## config.mk

```make
export PLATFORM = sky130hd
export DESIGN_NAME = parameterized_ror_flat
export DESIGN_NICKNAME = d
export VERILOG_FILES = /design/src/rtl/parameterized_ror_pkg.sv /design/src/rtl/parameterized_ror_if.sv /design/src/rtl/parameterized_ror_core.sv /design/src/rtl/parameterized_ror.sv /design/src/flat_wrapper.sv
export SDC_FILE = /design/constraint.sdc
export NUM_CORES = 1
export LEC_CHECK = 0
export ABC_CLOCK_PERIOD_IN_PS = 1190
export CAP_MARGIN = 0
export CELL_PAD_IN_SITES_DETAIL_PLACEMENT = 1
export CELL_PAD_IN_SITES_GLOBAL_PLACEMENT = 1
export CORE_UTILIZATION = 30
export DETAILED_ROUTE_END_ITERATION = 6
export PLACE_DENSITY_LB_ADDON = 0.08
export SKIP_CTS_REPAIR_TIMING = 1
export SYNTH_ARGS = -nofsm -noshare
export SYNTH_HDL_FRONTEND = slang
export SYNTH_HIERARCHICAL = 1
export SYNTH_SLANG_ARGS = --single-unit
```

## constraint.sdc

```tcl
create_clock -name clk -period 1.19 [get_ports clk]
set_input_delay 0.119 -clock clk [delete_from_list [all_inputs] [get_ports clk]]
set_output_delay 0.119 -clock clk [all_outputs]
set_load 0.05 [all_outputs]
```

## src/rtl/parameterized_ror_pkg.sv

```systemverilog
// Shared constants and helpers for the rotate/shift datapath blocks.
// Holds default widths and the elaboration-time distance reduction.
package ror_pkg;

  localparam int ROR_DEFAULT_N = 16;
  localparam int ROR_DEFAULT_M = 4;

  // Reduce a rotate distance into the range 0..n-1.
  function automatic int ror_mod(input int m, input int n);
    return m % n;
  endfunction

endpackage

```

## src/rtl/parameterized_ror_if.sv

```systemverilog
// Operand/result bundle for the registered rotate unit.
// slave: in_valid, i0 in; result, out_valid out. master: mirror.
interface parameterized_ror_if
  import ror_pkg::*;
#(
  parameter int N = ROR_DEFAULT_N
);

  logic         in_valid;
  logic [N-1:0] i0;
  logic [N-1:0] result;
  logic         out_valid;

  modport master (
    output in_valid,
    output i0,
    input  result,
    input  out_valid
  );

  modport slave (
    input  in_valid,
    input  i0,
    output result,
    output out_valid
  );

endinterface

```

## src/rtl/parameterized_ror_core.sv

```systemverilog
// Combinational barrel rotate-right of i0 by K (0 <= K < N).
// Ports: i0 operand in, rot rotated word out.
module ror_core #(
  parameter int N = 16,
  parameter int K = 4
) (
  input  logic [N-1:0] i0,
  output logic [N-1:0] rot
);

  localparam int STAGES = (N > 2) ? $clog2(N) : 1;
  localparam logic [STAGES-1:0] AMT = K[STAGES-1:0];

  logic [N-1:0] st [0:STAGES];

  assign st[0] = i0;

  // Stage j rotates by 2^j when amount bit j is set; the
  // amount is a constant here but the mux keeps it dynamic-ready.
  for (genvar j = 0; j < STAGES; j++) begin : g_stage
    localparam int SH = (1 << j) % N;
    for (genvar i = 0; i < N; i++) begin : g_bit
      assign st[j+1][i] = AMT[j] ? st[j][(i + SH) % N]
                                 : st[j][i];
    end
  end

  assign rot = st[STAGES];

endmodule

```

## src/rtl/parameterized_ror.sv

```systemverilog
// Registered constant-distance rotate-right (distance M mod N).
// Ports: clk, rst (sync, active-high), bus (slave: in_valid/i0 -> result/out_valid).
module parameterized_ror
  import ror_pkg::*;
#(
  parameter int N = ROR_DEFAULT_N,
  parameter int M = ROR_DEFAULT_M
) (
  input  logic                 clk,
  input  logic                 rst,
  parameterized_ror_if.slave   bus
);

  if (N < 2) begin : g_bad_n
    $error("parameterized_ror: N must be >= 2");
  end
  if (M < 0) begin : g_bad_m
    $error("parameterized_ror: M must be >= 0");
  end

  localparam int K = ror_mod((M < 0) ? 0 : M, (N < 2) ? 2 : N);

  logic [N-1:0] rot;
  logic [N-1:0] res_q;
  logic         vld_q;

  ror_core #(
    .N (N),
    .K (K)
  ) u_core (
    .i0  (bus.i0),
    .rot (rot)
  );

  // Reset wins over a simultaneous valid; result holds when idle.
  always_ff @(posedge clk) begin
    if (rst) begin
      res_q <= '0;
      vld_q <= 1'b0;
    end else begin
      vld_q <= bus.in_valid;
      if (bus.in_valid) begin
        res_q <= rot;
      end
    end
  end

  assign bus.result    = res_q;
  assign bus.out_valid = vld_q;

endmodule

```

## src/flat_wrapper.sv

```systemverilog
// flat-port wrapper written by rule: the top's interface ports become plain ports
module parameterized_ror_flat import ror_pkg::*;
#(
  parameter int N = ROR_DEFAULT_N,
  parameter int M = ROR_DEFAULT_M
)
  (clk, rst, bus_in_valid, bus_i0, bus_result, bus_out_valid);
  parameterized_ror_if #(.N(N)) bus_i ();
  input  logic clk;
  input  logic rst;
  input wire logic [$bits(bus_i.in_valid)-1:0] bus_in_valid;
  input wire logic [$bits(bus_i.i0)-1:0] bus_i0;
  output wire logic [$bits(bus_i.result)-1:0] bus_result;
  output wire logic [$bits(bus_i.out_valid)-1:0] bus_out_valid;
  assign bus_i.in_valid = bus_in_valid;
  assign bus_i.i0 = bus_i0;
  assign bus_result = bus_i.result;
  assign bus_out_valid = bus_i.out_valid;
  parameterized_ror #(.N(N), .M(M)) u_core (.clk(clk), .rst(rst), .bus(bus_i));
endmodule
```

---- Word level (Yosys, flattened, before mapping) ----
Cells that the tools add are included.
operators by class
  $add $sub $neg .......................... 0
  multiply operators ...................... 0
  divide/modulo/power cells ............... 0
  $lt $le $gt $ge ......................... 0
  equality and inequality tests ........... 0
  shifts and indexed selects .............. 0
  muxes and demuxes ....................... 0
  bitwise gates (word level) .............. 0
  reductions and logical operators ........ 0
word-level totals
  register bits after elaboration ......... 17
  bits in latches ......................... 0
  memory bits (writable) .................. 0
  ROM bits ................................ 0
  input port bits ......................... 19
  output and inout bits ................... 17
  word-level logic and storage cells ...... 2
  memories kept ........................... 0

---- Longest topological paths before layout ----
  word-level depth ........................ 0
  depth in mapped cells ................... 4
  gate-level depth less buffers ........... 2

---- Cells and area by module ----
Netlist, hierarchy kept.
modules (own cells, without submodules)
  module             instances  cells an instance  area an instance (um^2)  sequential area each (um^2)
  parameterized_ror  1          54                 608.1                    340.3
  ror_core           1          16                 120.1                    0.0

---- Worst setup path before layout ----
Ideal clock, no wire load.
  path kind ............................... register -> register
  start point ............................. register u_core/bus.result[0] (netlist name)
  end point ............................... register u_core.res_q[0] (netlist: u_core/bus.result[0])
  setup time .............................. 0.065 ns
  arrival time ............................ 0.817 ns
  data required time ...................... 1.125 ns
  path slack .............................. 0.308 ns
  cell stages (with the launch flop) ...... 3
  path buffers ............................ 0
  clock period less this slack ............ 0.882 ns
  cell sequence ........................... dfxtp_1 > mux2i_1 > nor2_1
RTL lines
  element               line                     source
  to (signal assigned)  parameterized_ror.sv:43  res_q <= rot;
  to (decl)             parameterized_ror.sv:24  logic [N-1:0] res_q;

---- Final worst setup path ----
  start point ............................. register u_core.res_q[1] (netlist: u_core/bus.result[1])
  end point ............................... output bus_result[1]
RTL lines
  element    line                source
  to (decl)  flat_wrapper.sv:13  output wire logic [$bits(bus_i.result)-1:0] bus_result;
No word-level cell between the ends.

==> reports/metrics.yaml <==
status: "finished clean"
synthTopCellsByArea: "dfxtp_1 (47%), mux2i_1 (22%), buf_4 (16%), nor2_1 (8.2%), buf_12 (2.7%)"
power_density_nw_per_um2: 1120
antenna_found_initial: 0
area_growth_pct: 61.5
root_buffer: "clkbuf_4"
port-buffer-count: 35
drv_slew: 0
initial_utilization_pct: 32.3
startpoint: "u_core/bus.result[1]"
diodes: 0
worst-slew-pin-transition_ps: 150
core_um2: 2250
finalPower_mw: 1.32
cts_tree: "done"
worst_skew_pair.late_latency_ps: 280
clkTransAtPathRegs_ps: 90
num_rows: 17
hold_class: "in2reg"
fp.dieArea_um2: 2630
cts_buffers: 3
htree_num_levels: 1
worstHoldStart: "bus_i0[7]"
clkSinkCount: 17
yosysTopAreaCell: "dfxtp_1"
first_iter_violations: 1
post-route-util_pct: 52.2
io_pins: 36
finalCritPeriodShare_pct: 79.6
hold_viol: 0
yosysUniqueCellTypes: 8
fin_skew_ps: 0
route.detailed.drc: 0
worstPathArrival_ps: 830
rsz0062_at_grt: "no"
setup-violations-final: 0
synth.net_count: 89
drv_cap: 0
die_x_um: 51.3
ant_nets: 0
vdd_ir_drop_max_uv: 744
wl_per_cell_um: 11.1
slew_headroom_pct: 89.7
fin_ws_ps: 243
cp-end-kind: "output port"
finalWeightedCongestion: 0.554
path_max_fanout: 2
firstDrtPassIters: 2
drive_above_1_share_pct: 24.2
slowest_delay_ps: 400
worstReg2RegStart: "u_core/bus.result[6]"
cp_num_buf_inv: 1
period_minus_slack_ps: 947
synth_top_area_share_pct: 46.7
path_cells: "buf_12"
synth_area_per_cell_um2: 10.4
finalNonFillerCells: 119
grt_max_degree: 18
synth_seq_cells: 17
synth-seq-area-share_pct: 46.7
grt_pass1_vias: 516
grt_use_total_pct: 11.5
cp_slowest_cell: "dfxtp_1"
required_ps: 1070
clk_path_buf_depth: 2
netlist_instances: 70
via_count: 507
die_height_um: 51.3
cp-start-kind: "flip-flop"
syn_area_um2: 728
fin_tns_setup_ps: 0
viasPerCell: 4.26
final_cell_mix: "clkdlybuf4s50_1 (18), buf_12 (18), dfxtp_1 (17)"
ys_warn_count: 6
placed_cells: 115
overflow: 0
p_leak_nw: 0.511
critical_path_class: "reg2out"
drt-total-wl_mm: 1.32
fmax_ghz: 1.06
grt_pass1_wl_mm: 2.12
num-nets-final: 111
pre_cts_ws_ps: -29.3
crit_family: "flip-flops"
-- kinds of logic (layout without fill, tap and decap cells) --
logic type | after synthesis | after routing | share of synthesized area [%]
buffers and inverters | 20 | 41 | 22.2
DFF | 17 | 17 | 46.7
and+or+nand+nor | 17 | 17 | 9.11
muxes | 16 | 16 | 22.0
-- flip-flops by register name, summed over array words and instances (netlist names) --
name	count
u_core/bus.result	16
u_core/bus.out_valid	1
-- cells in the mapped netlist --
library cell and n:
nor2b_1 1, dfxtp_1 17, buf_12 1, buf_4 16
mux2i_1 16, nor2_1 16, buf_6 1, buf_2 2
-- final timing paths --
check        cells after the start               endpoint  slack [ps]
max                              1          bus_result[1]         240
min                              3   u_core/bus.result[3]         450
max reg2reg                      2   u_core/bus.result[6]         530
min reg2reg                      2  u_core/bus.result[15]         550
-- final cells by class --
class | count | area (um2)
fillers | 257 | 1080
multi-input cells | 33 | 226
well taps | 28 | 35.0
clock buffers | 4 | 26.3
flip-flops and latches | 17 | 340
repair buffers | 37 | 548
-- per-stage QoR --
| stage | hold slack [ps] | instance area [um2] |
|---|---|---|
| finish | 447 | 1180 |
| global route | 450 | 1180 |
| detailed placement | 545 | 1150 |
| CTS | 438 | 1180 |
| floorplan | 348 | 728 |
| global placement | 534 | 1150 |
-- report_power, final --
group	switching, mW	internal [mW]
Combinational	0.179	0.214
Clock	0.160	0.130
Sequential	0.0346	0.603
Total	0.373	0.946
-- metal layers --
metal	GRT usage [%]	vias to the layer above	wire [um]
li1	-	251	-
met1	11.9	237	518
met2	19.1	17	672
met3	4.17	2	116
met4	8.11	0	16
met5	0	-	0
No activity file was read; power rests on OpenSTA's default activity.
